===== src/rtl/multicycle_control_unit_if.sv =====
// Control bundle between the multicycle MIPS controller (master) and its datapath/memory (slave).
// Memory handshake: mem_read/mem_write are the request (valid), held stable until the cycle mem_ready=1; that cycle completes the access.
interface multicycle_control_unit_if #(
  parameter int CNT_W = 32
);
  logic             en;
  logic [5:0]       instr_op;
  logic             mem_ready;
  logic             pc_write;
  logic             pc_write_cond;
  logic             ir_write;
  logic             i_or_d;
  logic             mem_read;
  logic             mem_write;
  logic             mem_to_reg;
  logic             reg_dst;
  logic             reg_write;
  logic             alu_src_a;
  logic [1:0]       alu_src_b;
  logic [1:0]       alu_op;
  logic [1:0]       pc_source;
  logic [3:0]       state;
  logic             retire;
  logic [CNT_W-1:0] instr_count;
  logic             illegal_op;
  logic             bus_err;

  modport master (
    input  en, instr_op, mem_ready,
    output pc_write, pc_write_cond, ir_write, i_or_d, mem_read, mem_write,
           mem_to_reg, reg_dst, reg_write, alu_src_a, alu_src_b, alu_op,
           pc_source, state, retire, instr_count, illegal_op, bus_err
  );

  modport slave (
    output en, instr_op, mem_ready,
    input  pc_write, pc_write_cond, ir_write, i_or_d, mem_read, mem_write,
           mem_to_reg, reg_dst, reg_write, alu_src_a, alu_src_b, alu_op,
           pc_source, state, retire, instr_count, illegal_op, bus_err
  );
endinterface


===== src/rtl/multicycle_control_unit.sv =====
// Multicycle MIPS main controller: Moore FSM over fetch/decode/execute/memory/write-back,
// with memory wait timeout, sticky fault flags and a retired-instruction counter.
module multicycle_control_unit #(
  parameter logic [5:0] OP_RTYPE    = 6'b000000,
  parameter logic [5:0] OP_LW       = 6'b100011,
  parameter logic [5:0] OP_SW       = 6'b101011,
  parameter logic [5:0] OP_BEQ      = 6'b000100,
  parameter logic [5:0] OP_ADDI     = 6'b001000,
  parameter logic [5:0] OP_J        = 6'b000010,
  parameter int         MEM_TIMEOUT = 16,
  parameter int         CNT_W       = 32
) (
  input logic                        clk,
  input logic                        rst_n,
  multicycle_control_unit_if.master  bus
);

  typedef enum logic [3:0] {
    S_IDLE     = 4'd0,
    S_FETCH    = 4'd1,
    S_DECODE   = 4'd2,
    S_MEM_ADDR = 4'd3,
    S_MEM_RD   = 4'd4,
    S_MEM_WB   = 4'd5,
    S_MEM_WR   = 4'd6,
    S_EXEC     = 4'd7,
    S_R_WB     = 4'd8,
    S_BRANCH   = 4'd9,
    S_ADDI_EX  = 4'd10,
    S_ADDI_WB  = 4'd11,
    S_JUMP     = 4'd12,
    S_FAULT    = 4'd13
  } state_e;

  localparam int WAIT_W = (MEM_TIMEOUT > 1) ? $clog2(MEM_TIMEOUT) : 1;

  state_e            state_q, state_next;
  logic [WAIT_W-1:0] wait_cnt;
  logic [CNT_W-1:0]  count_q;
  logic              illegal_q, bus_err_q;
  logic              set_illegal, set_bus_err;
  logic              in_mem_state, timeout_hit;

  assign in_mem_state = (state_q == S_FETCH) || (state_q == S_MEM_RD) || (state_q == S_MEM_WR);
  // Completion on the final allowed cycle beats the timeout because mem_ready is part of the test.
  assign timeout_hit  = (MEM_TIMEOUT != 0) && !bus.mem_ready &&
                        (wait_cnt == WAIT_W'(MEM_TIMEOUT - 1));

  // State register
  always_ff @(posedge clk or negedge rst_n) begin
    if (!rst_n) state_q <= S_IDLE;
    else        state_q <= state_next;
  end

  // Next-state logic
  always_comb begin
    state_next  = state_q;
    set_illegal = 1'b0;
    set_bus_err = 1'b0;
    case (state_q)
      S_IDLE:     if (bus.en) state_next = S_FETCH;
      S_FETCH: begin
        if (bus.mem_ready) state_next = S_DECODE;
        else if (timeout_hit) begin
          state_next  = S_FAULT;
          set_bus_err = 1'b1;
        end
      end
      S_DECODE: begin
        if ((bus.instr_op == OP_LW) || (bus.instr_op == OP_SW)) state_next = S_MEM_ADDR;
        else if (bus.instr_op == OP_RTYPE) state_next = S_EXEC;
        else if (bus.instr_op == OP_BEQ)   state_next = S_BRANCH;
        else if (bus.instr_op == OP_ADDI)  state_next = S_ADDI_EX;
        else if (bus.instr_op == OP_J)     state_next = S_JUMP;
        else begin
          state_next  = S_FAULT;
          set_illegal = 1'b1;
        end
      end
      S_MEM_ADDR: state_next = (bus.instr_op == OP_SW) ? S_MEM_WR : S_MEM_RD;
      S_MEM_RD: begin
        if (bus.mem_ready) state_next = S_MEM_WB;
        else if (timeout_hit) begin
          state_next  = S_FAULT;
          set_bus_err = 1'b1;
        end
      end
      S_MEM_WR: begin
        if (bus.mem_ready) state_next = bus.en ? S_FETCH : S_IDLE;
        else if (timeout_hit) begin
          state_next  = S_FAULT;
          set_bus_err = 1'b1;
        end
      end
      S_EXEC:     state_next = S_R_WB;
      S_ADDI_EX:  state_next = S_ADDI_WB;
      S_MEM_WB, S_R_WB, S_BRANCH, S_ADDI_WB, S_JUMP:
                  state_next = bus.en ? S_FETCH : S_IDLE;
      S_FAULT:    state_next = S_FAULT;
      default:    state_next = S_IDLE;
    endcase
  end

  // Output decode from the registered state (FETCH additionally gates ir/pc write with mem_ready)
  always_comb begin
    bus.pc_write      = 1'b0;
    bus.pc_write_cond = 1'b0;
    bus.ir_write      = 1'b0;
    bus.i_or_d        = 1'b0;
    bus.mem_read      = 1'b0;
    bus.mem_write     = 1'b0;
    bus.mem_to_reg    = 1'b0;
    bus.reg_dst       = 1'b0;
    bus.reg_write     = 1'b0;
    bus.alu_src_a     = 1'b0;
    bus.alu_src_b     = 2'b00;
    bus.alu_op        = 2'b00;
    bus.pc_source     = 2'b00;
    bus.retire        = 1'b0;
    case (state_q)
      S_FETCH: begin
        bus.mem_read  = 1'b1;
        bus.alu_src_b = 2'b01;
        bus.ir_write  = bus.mem_ready;
        bus.pc_write  = bus.mem_ready;
      end
      S_DECODE:   bus.alu_src_b = 2'b11;
      S_MEM_ADDR: begin
        bus.alu_src_a = 1'b1;
        bus.alu_src_b = 2'b10;
      end
      S_MEM_RD: begin
        bus.mem_read = 1'b1;
        bus.i_or_d   = 1'b1;
      end
      S_MEM_WB: begin
        bus.reg_write  = 1'b1;
        bus.mem_to_reg = 1'b1;
        bus.retire     = 1'b1;
      end
      S_MEM_WR: begin
        bus.mem_write = 1'b1;
        bus.i_or_d    = 1'b1;
        bus.retire    = bus.mem_ready;
      end
      S_EXEC: begin
        bus.alu_src_a = 1'b1;
        bus.alu_op    = 2'b10;
      end
      S_R_WB: begin
        bus.reg_write = 1'b1;
        bus.reg_dst   = 1'b1;
        bus.retire    = 1'b1;
      end
      S_BRANCH: begin
        bus.alu_src_a     = 1'b1;
        bus.alu_op        = 2'b01;
        bus.pc_write_cond = 1'b1;
        bus.pc_source     = 2'b01;
        bus.retire        = 1'b1;
      end
      S_ADDI_EX: begin
        bus.alu_src_a = 1'b1;
        bus.alu_src_b = 2'b10;
      end
      S_ADDI_WB: begin
        bus.reg_write = 1'b1;
        bus.retire    = 1'b1;
      end
      S_JUMP: begin
        bus.pc_write  = 1'b1;
        bus.pc_source = 2'b10;
        bus.retire    = 1'b1;
      end
      default: ;
    endcase
  end

  // Wait counter restarts whenever the FSM moves, so each memory state begins at zero.
  always_ff @(posedge clk or negedge rst_n) begin
    if (!rst_n)                            wait_cnt <= '0;
    else if (state_next != state_q)        wait_cnt <= '0;
    else if (in_mem_state && !bus.mem_ready) wait_cnt <= wait_cnt + WAIT_W'(1);
  end

  always_ff @(posedge clk or negedge rst_n) begin
    if (!rst_n) begin
      count_q   <= '0;
      illegal_q <= 1'b0;
      bus_err_q <= 1'b0;
    end else begin
      if (bus.retire) count_q <= count_q + CNT_W'(1);
      if (set_illegal) illegal_q <= 1'b1;
      if (set_bus_err) bus_err_q <= 1'b1;
    end
  end

  assign bus.state       = state_q;
  assign bus.instr_count = count_q;
  assign bus.illegal_op  = illegal_q;
  assign bus.bus_err     = bus_err_q;

endmodule


===== src/flat_wrapper.sv =====
// flat-port wrapper written by rule: the top's interface ports become plain ports
module multicycle_control_unit_flat 
#(
  parameter logic [5:0] OP_RTYPE    = 6'b000000,
  parameter logic [5:0] OP_LW       = 6'b100011,
  parameter logic [5:0] OP_SW       = 6'b101011,
  parameter logic [5:0] OP_BEQ      = 6'b000100,
  parameter logic [5:0] OP_ADDI     = 6'b001000,
  parameter logic [5:0] OP_J        = 6'b000010,
  parameter int         MEM_TIMEOUT = 16,
  parameter int         CNT_W       = 32
)
  (clk, rst_n, bus_en, bus_instr_op, bus_mem_ready, bus_pc_write, bus_pc_write_cond, bus_ir_write, bus_i_or_d, bus_mem_read, bus_mem_write, bus_mem_to_reg, bus_reg_dst, bus_reg_write, bus_alu_src_a, bus_alu_src_b, bus_alu_op, bus_pc_source, bus_state, bus_retire, bus_instr_count, bus_illegal_op, bus_bus_err);
  multicycle_control_unit_if #(.CNT_W(CNT_W)) bus_i ();
  input logic clk;
  input logic rst_n;
  input wire logic [$bits(bus_i.en)-1:0] bus_en;
  input wire logic [$bits(bus_i.instr_op)-1:0] bus_instr_op;
  input wire logic [$bits(bus_i.mem_ready)-1:0] bus_mem_ready;
  output wire logic [$bits(bus_i.pc_write)-1:0] bus_pc_write;
  output wire logic [$bits(bus_i.pc_write_cond)-1:0] bus_pc_write_cond;
  output wire logic [$bits(bus_i.ir_write)-1:0] bus_ir_write;
  output wire logic [$bits(bus_i.i_or_d)-1:0] bus_i_or_d;
  output wire logic [$bits(bus_i.mem_read)-1:0] bus_mem_read;
  output wire logic [$bits(bus_i.mem_write)-1:0] bus_mem_write;
  output wire logic [$bits(bus_i.mem_to_reg)-1:0] bus_mem_to_reg;
  output wire logic [$bits(bus_i.reg_dst)-1:0] bus_reg_dst;
  output wire logic [$bits(bus_i.reg_write)-1:0] bus_reg_write;
  output wire logic [$bits(bus_i.alu_src_a)-1:0] bus_alu_src_a;
  output wire logic [$bits(bus_i.alu_src_b)-1:0] bus_alu_src_b;
  output wire logic [$bits(bus_i.alu_op)-1:0] bus_alu_op;
  output wire logic [$bits(bus_i.pc_source)-1:0] bus_pc_source;
  output wire logic [$bits(bus_i.state)-1:0] bus_state;
  output wire logic [$bits(bus_i.retire)-1:0] bus_retire;
  output wire logic [$bits(bus_i.instr_count)-1:0] bus_instr_count;
  output wire logic [$bits(bus_i.illegal_op)-1:0] bus_illegal_op;
  output wire logic [$bits(bus_i.bus_err)-1:0] bus_bus_err;
  assign bus_i.en = bus_en;
  assign bus_i.instr_op = bus_instr_op;
  assign bus_i.mem_ready = bus_mem_ready;
  assign bus_pc_write = bus_i.pc_write;
  assign bus_pc_write_cond = bus_i.pc_write_cond;
  assign bus_ir_write = bus_i.ir_write;
  assign bus_i_or_d = bus_i.i_or_d;
  assign bus_mem_read = bus_i.mem_read;
  assign bus_mem_write = bus_i.mem_write;
  assign bus_mem_to_reg = bus_i.mem_to_reg;
  assign bus_reg_dst = bus_i.reg_dst;
  assign bus_reg_write = bus_i.reg_write;
  assign bus_alu_src_a = bus_i.alu_src_a;
  assign bus_alu_src_b = bus_i.alu_src_b;
  assign bus_alu_op = bus_i.alu_op;
  assign bus_pc_source = bus_i.pc_source;
  assign bus_state = bus_i.state;
  assign bus_retire = bus_i.retire;
  assign bus_instr_count = bus_i.instr_count;
  assign bus_illegal_op = bus_i.illegal_op;
  assign bus_bus_err = bus_i.bus_err;
  multicycle_control_unit #(.OP_RTYPE(OP_RTYPE), .OP_LW(OP_LW), .OP_SW(OP_SW), .OP_BEQ(OP_BEQ), .OP_ADDI(OP_ADDI), .OP_J(OP_J), .MEM_TIMEOUT(MEM_TIMEOUT), .CNT_W(CNT_W)) u_core (.clk(clk), .rst_n(rst_n), .bus(bus_i));
endmodule

===== config.mk =====
export PLATFORM = sky130hd
export DESIGN_NAME = multicycle_control_unit_flat
export DESIGN_NICKNAME = d
export VERILOG_FILES = /design/src/rtl/multicycle_control_unit_if.sv /design/src/rtl/multicycle_control_unit.sv /design/src/flat_wrapper.sv
export SDC_FILE = /design/constraint.sdc
export NUM_CORES = 1
export LEC_CHECK = 0
export ABC_AREA = 1
export CAP_MARGIN = 20
export CORE_ASPECT_RATIO = 1.5
export CORE_UTILIZATION = 50
export CTS_CLUSTER_DIAMETER = 120
export DETAILED_ROUTE_END_ITERATION = 6
export PLACE_DENSITY_LB_ADDON = 0.2
export SETUP_SLACK_MARGIN = 0.05
export SLEW_MARGIN = 20
export SYNTH_ARGS = -nofsm -noshare
export SYNTH_HDL_FRONTEND = slang
export SYNTH_SLANG_ARGS = --single-unit

===== constraint.sdc =====
create_clock -name clk -period 1.86 [get_ports clk]
set_clock_uncertainty 0.1 [all_clocks]
set_input_delay 0.372 -clock clk [delete_from_list [all_inputs] [get_ports clk]]
set_output_delay 0.372 -clock clk [all_outputs]
set_load 0.01 [all_outputs]

==> results of run 1 <==
## layout make-up
type	count	area [µm²]
clock inverters	2	60.1
clock buffers	6	82.6
multi-input cells	297	1960
well taps	68	85.1
repair buffers	161	1520
flip-flops and latches	42	1070
inverters	47	196
fillers	153	268
## final timing paths
path	end	slack [ns]	depth (start not counted)
max reg2reg	u_core.wait_cnt[2]	-0.42	12
min	u_core.bus.illegal_op	0.42	1
min reg2reg	u_core.bus.illegal_op	0.42	1
min in group asynchronous	u_core.bus.instr_count[5]	0.47	2
max in group asynchronous	u_core.bus.state[0]	0.66	3
max	u_core.wait_cnt[2]	-0.42	11
## cell families after synthesis
kind of cell	share of synthesized area, %
DFF	37.9
AOI/OAI and AO/OA	3.34
xor gates and xnor gates	10.1
muxes	0.361
buffers and inverters	7.80
adders and majority gates	0.902
and+or+nand+nor	39.6
## stage by stage
stage / worst slack (ns) / total power [W]
floorplan: 0.0566 / 0.00234
global placement: -0.315 / 0.00365
detailed placement: -0.357 / 0.00368
CTS: -0.145 / 0.00549
global route: -0.583 / 0.00674
finish: -0.425 / 0.00654
## power groups by stage
stage               Sequential (W)  Combinational, W  Clock, W
floorplan                  0.00122           0.00112         0
global placement           0.00119           0.00246         0
detailed placement         0.00120           0.00249         0
CTS                        0.00118           0.00340  0.000907
global route               0.00123           0.00457  0.000943
finish                     0.00123           0.00438  0.000937
## sequential cells by signal, summed over array words and instances, names as in the netlist
signal / count
u_core.bus.instr_count: 32
u_core.wait_cnt: 4
u_core.bus.bus_err: 1
u_core.bus.state: 4
u_core.bus.illegal_op: 1
## synthesized netlist by cell type (2+ instances only)
master	instances	area share (%)
nand4_1	14	3.2
nand2_2	2	0.45
xor2_1	24	7.6
nand3_1	27	4.9
ha_1	2	0.90
nor3_1	11	2.0
inv_2	5	0.68
nand3_4	2	1.3
buf_2	2	0.36
dfrtp_1	42	38
o21ai_0	11	2.0
nor2_1	57	7.7
nand2_1	117	16
buf_4	4	1.1
nor2_2	10	2.3
inv_1	42	5.7
xnor2_1	8	2.5
## layer usage
metal / vias up / global-route usage [%] / wire length [µm]
li1: 1565 / - / -
met5: - / 0 / 0
met4: 0 / 28.7 / 1570
met3: 163 / 3.78 / 1210
met2: 392 / 68.7 / 7120
met1: 1827 / 33.3 / 4410
## what timing repair did
action / in CTS / in global routing
setup endpoints to repair: 60 / 67
pin swaps: 22 / 42
resized for setup: 160 / 117
buffers inserted: 25 / 15
gates cloned: 1 / 0
hold endpoints to repair: 20 / 0
hold buffers: 1 / 0
## critical path, cell delays in order
cell	delay (ns)
clkdlybuf4s50_1	0.52
nand2_1	0.09
nor2_1	0.13
nand2_1	0.19
nor2_1	0.21
nor2_1	0.10
nand4_1	0.23
nand2_1	0.13
nor2_2	0.16
nand3_2	0.15
nor2_1	0.14
==> reports/qor.yml, run 1 <==
detailed_routing:
  routedWlPerCell_um: 23.0
  antenna_left: 0
  avgViaCountPerCell: 6.34
  drc_errors: 2
  routed_wl_um: 14300
  first_iter_violations: 348
  vias: 3947
  firstDrtPassIters: 7
run_status:
  violations: "design-rule violations, negative setup slack"
  status: "finished with violations"
sta:
  setup-violations-final: 50
  fin_crit_sh_pct: 123
  min_period_ns: 2.28
  grt_setup_unrepaired: "yes"
  setup_ws_ns: -0.425
  worst_pin_slew_ns: 0.525
  slew_headroom_pct: 65.0
  max_freq_mhz: 438
  fin_hold_ws_ns: 0.422
  finalMaxSlewViolations: 0
  tns_ns: -6.25
  hold_viol_final: 0
power:
  clkPwrFrac_pct: 14.3
  cellInternalPower_w: 0.00370
  p_seq_share_pct: 18.7
  ir_drop_uv: 1080
  switching_share_pct: 43.4
  power_density_nw_per_um2: 1310
  leakagePower_nw: 2.51
  p_switching_w: 0.00284
  p_comb_share_pct: 67.0
placement:
  gp_congestion: 0.951
  dpl.hpwl_um: 6410
  place_inst: 580
  dpl_cell_area_um2: 3940
  port_buffers: 64
final_layout:
  final_cells: 623
  final_area_um2: 4980
  syn_to_final_growth_pct: 79.4
  finish.utilization_pct: 94.9
  layout_common_cells: "nand2_1, buf_4, buf_6, clkdlybuf4s50_1, nor2_1"
  antennaDiodeCount: 0
  drive_gt1_share_pct: 43.4
  final_common_cell: "nand2_1"
  nets: 566
logic_synthesis:
  synth_cell_types: 29
  syn-num-nets: 404
  syn_inst: 392
  syn-mean-instance-area_um2: 7.08
  synthArstFlopShare_pct: 100
  synth_area_um2: 2770
  ys_seq_elements: 42
  seq_area_frac_synth_pct: 37.9
  yosys_warnings: 0
  synth-edff-count: 0
  synth_ff_type: "dfrtp_1"
global_routing:
  grt_use_total_pct: 35.7
  grt_pass1_wl_um: 15800
  first_global_vias: 3436
  antenna_found_initial: 0
  overflow: 0
  grt_max_degree: 23
cts:
  path_clk_slew_ns: 0.08
  cts_max_path_buffers: 2
  cts_made_buffers: 5
  cts-root-buf: "clkbuf_8"
  cts_tree: "built"
  clock_sinks: 42
  clock_latency_ns: 0.31
  htreeDepth: 2
worst_setup_path:
  cp.arrival_ns: 2.42
  r2r-start: "u_core.bus.state[2]"
  cp-start-kind: "primary input"
  worstPathMaxFanout: 4
  startpoint: "bus_instr_op[1]"
  end_kind: "register"
  criticalPathCategory: "in2reg"
  crit_required_ns: 2.00
floorplanning:
  coreArea_um2: 5250
  die_height_um: 93.2
  ios: 65
  die_w_um: 62.8
  num_rows: 32
  start_util_pct: 52.9
  dieArea_um2: 5860
min_path:
  hp-start: "u_core.bus.illegal_op"
  hold_path.class: "reg2reg"
flow_run:
  cap_violations: 0
Power figures use the tool's default switching activity.
==> run 2, diff against run 1 <==
--- a/config.mk
+++ b/config.mk
@@ -7,9 +7,9 @@
 export LEC_CHECK = 0
 export ABC_AREA = 1
 export CAP_MARGIN = 20
-export CORE_ASPECT_RATIO = 1.5
 export CORE_UTILIZATION = 50
 export CTS_CLUSTER_DIAMETER = 120
+export CTS_CLUSTER_SIZE = 12
 export DETAILED_ROUTE_END_ITERATION = 6
 export PLACE_DENSITY_LB_ADDON = 0.2
 export SETUP_SLACK_MARGIN = 0.05
==> reports/qor.yml, run 2 (synthesis results as in run 1) <==
run_status:
  status: "finished with violations"
  violations: "design-rule violations, negative setup slack"
final_layout:
  fillers: 188  # +23%
  ff_latch_area_um2: 1070  # +0.47%
  layout_common_cells: "nand2_1, buf_4, nor2_1, buf_6, clkdlybuf4s50_1"
  drive_gt1_share_pct: 42.1  # -1.3 points
  final_area_um2: 4860  # -2.4%
  syn_to_final_growth_pct: 75.1
  multi_input_area_um2: 1880  # -4.4%
  finish.utilization_pct: 92.7  # -2.2 points
  final_common_cell: "nand2_1"
  nets: 562  # -0.71%
  antennaDiodeCount: 0  # unchanged
  largest_reg_flops: 32  # unchanged
floorplanning:
  start_util_pct: 53.0  # +0.076 points
  die_height_um: 76.5  # -18%
  die_w_um: 76.5  # +22%
  num_rows: 26  # -19%
  coreArea_um2: 5240  # -0.14%
  dieArea_um2: 5850  # -0.10%
  ios: 65  # unchanged
worst_setup_path:
  cp-start-kind: "register"
  cp.arrival_ns: 2.43  # about the same
  crit_family: "simple AND/OR/NAND/NOR gates"
  reg2reg_depth: 8  # -4
  crit_required_ns: 2.00  # about the same
  end_kind: "register"
  cp_cell_sequence: "nand2_1, nor2_1, nand2_1, nor3_1, nand4_1, xnor2_1, nand2_2, nand2_2"
  cpPeakStageDelay_ns: 0.46  # -0.06 ns
  r2r-start: "u_core.bus.instr_count[12]"
  worstPathMaxFanout: 4  # unchanged
  rr_endpoint: "u_core.bus.instr_count[28]"
  r2r_slack_ns: -0.43  # about the same
  cp_num_buf_inv: 0  # -1
  critPathSlowestCell: "dfrtp_1"
  criticalPathCategory: "reg2reg"
sta:
  setup_ws_ns: -0.432  # -0.00664 ns
  slew_headroom_pct: 74.3  # +9.2 points
  min_period_ns: 2.29  # +0.00664 ns
  grt_setup_unrepaired: "yes"
  hold_viol_final: 0  # unchanged
  worst_pin_slew_ns: 0.386  # -0.138 ns
  max_freq_mhz: 436  # -0.29%
  fin_crit_sh_pct: 123  # +0.36 points
  finalMaxSlewViolations: 0  # unchanged
  setup-violations-final: 52  # +4.0%
global_routing:
  grt_use_total_pct: 33.5  # -2.2 points
  grt_max_degree: 19  # -17%
  antenna_found_initial: 0  # unchanged
  overflow: 0  # unchanged
  grt_pass1_wl_um: 15400  # -2.5%
  first_global_vias: 3264  # -5.0%
detailed_routing:
  drc_errors: 52  # +50
  avgViaCountPerCell: 6.17  # -2.6%
  antenna_left: 0  # unchanged
  wl_met3_um: 1430  # +18%
  drt-met1-wl_um: 4530  # +2.8%
  routed.top_layer: "met4"
  first_iter_violations: 519  # +49%
  vias: 3833  # -2.9%
  firstDrtPassIters: 7  # unchanged
  routed_wl_um: 13000  # -9.2%
  wl_met2_um: 6040  # -15%
  routedWlPerCell_um: 20.9  # -8.9%
power:
  power_density_nw_per_um2: 1300  # -1.1%
  ir_drop_uv: 1070  # -1.3%
  p_seq_share_pct: 19.2  # +0.5 points
  switching_share_pct: 43.6  # +0.16 points
  cellInternalPower_w: 0.00357  # -3.7%
  p_comb_share_pct: 68.6  # +1.6 points
  leakagePower_nw: 2.45  # -2.3%
  p_switching_w: 0.00275  # -3.1%
  clkPwrFrac_pct: 12.2  # -2.1 points
cts:
  path_clk_slew_ns: 0.10  # +0.02 ns
  htreeDepth: 2  # unchanged
  clock_sinks: 42  # unchanged
  cts_made_buffers: 5  # unchanged
  cts_tree: "built"
  cts_max_path_buffers: 2  # unchanged
  clock_latency_ns: 0.32  # about the same
  cts-root-buf: "clkbuf_8"
min_path:
  min_delay_path_depth: 1  # unchanged
  holdPathEnd: "u_core.bus.illegal_op"
  hp-start: "u_core.bus.illegal_op"
  hold_path.class: "reg2reg"
placement:
  dpl_cell_area_um2: 3920  # -0.51%
  port_buffers: 64  # unchanged
  pre_cts_slack_ns: -0.436  # -0.0793 ns
  dpl.hpwl_um: 6420  # +0.11%
  gp_congestion: 0.931  # -2.1%
flow_run:
  cap_violations: 0  # unchanged
run 2: cell count changes in the layout (fill, tap and decap cells not counted), sizes merged:
cell / previous run / this run
bufinv: 2 / 1
dlymetal6s2s: 2 / 6
buf: 115 / 109
clkdlybuf4s15: 0 / 2
clkdlybuf4s50: 39 / 36
clkinvlp: 0 / 1
clkbuf: 6 / 7
dlygate4sd2: 4 / 2
run 2: area by class of cell:
type,count,share of cell area (%)
multi-input cells,297,38.6
repair buffers,157,31.1
flip-flops and latches,42,22.1
inverters,47,4.15
well taps,70,1.80
clock buffers,6,1.49
clock inverters,2,0.773
run 2: per-stage QoR:
stage	cells	hold slack, ns	TNS (ns)	power [W]
after global routing	621	0.402	-9.42	0.00650
after floorplan	392	-0.0236	0	0.00234
after global placement	579	0.199	-6.09	0.00362
after CTS	603	0.387	-0.923	0.00505
final	621	0.389	-7.90	0.00632
after detailed placement	579	0.203	-7.42	0.00365
run 2: worst max path at each step:
stage | from | endpoint | slack (ns) | cells after the start
detailed placement | bus_mem_ready | bus_pc_write | -0.44 | 6
global route | u_core.bus.instr_count[12] | u_core.bus.instr_count[28] | -0.46 | 8
floorplan | u_core.bus.state[0] | bus_retire | 0.06 | 7
finish | u_core.bus.instr_count[12] | u_core.bus.instr_count[28] | -0.43 | 8
global placement | bus_mem_ready | bus_pc_write | -0.34 | 6
CTS | u_core.bus.state[1] | bus_retire | -0.12 | 7
run 2: worst reg2reg max path, cell delays in order, from the launching register on:
cell	delay, ns
dfrtp_1	0.46
nand2_1	0.22
nor2_1	0.21
nand2_1	0.15
nor3_1	0.30
nand4_1	0.27
xnor2_1	0.32
nand2_2	0.11
nand2_2	0.08
run 2: what timing repair did:
| item | in CTS | in global routing |
|---|---|---|
| setup endpoints to repair | 57 | 65 |
| hold buffers | 1 | 0 |
| gates cloned | 1 | 1 |
| endpoints found under the hold margin | 14 | 0 |
| resized for setup | 149 | 126 |
| buffers inserted | 15 | 21 |
| pin swaps | 24 | 36 |
run 2: power by group through the flow:
stage               logic (W)  clock network [W]  registers (W)
floorplan             0.00112                  0        0.00122
global placement      0.00242                  0        0.00120
detailed placement    0.00245                  0        0.00120
CTS                   0.00312           0.000734        0.00119
global route          0.00448           0.000797        0.00122
finish                0.00433           0.000770        0.00121
run 2: layer usage:
metal / GRT usage, % / vias up
met5: 0 / -
met4: 11.3 / 0
met3: 7.54 / 132
met2: 56.3 / 373
met1: 42.3 / 1773
li1: - / 1555
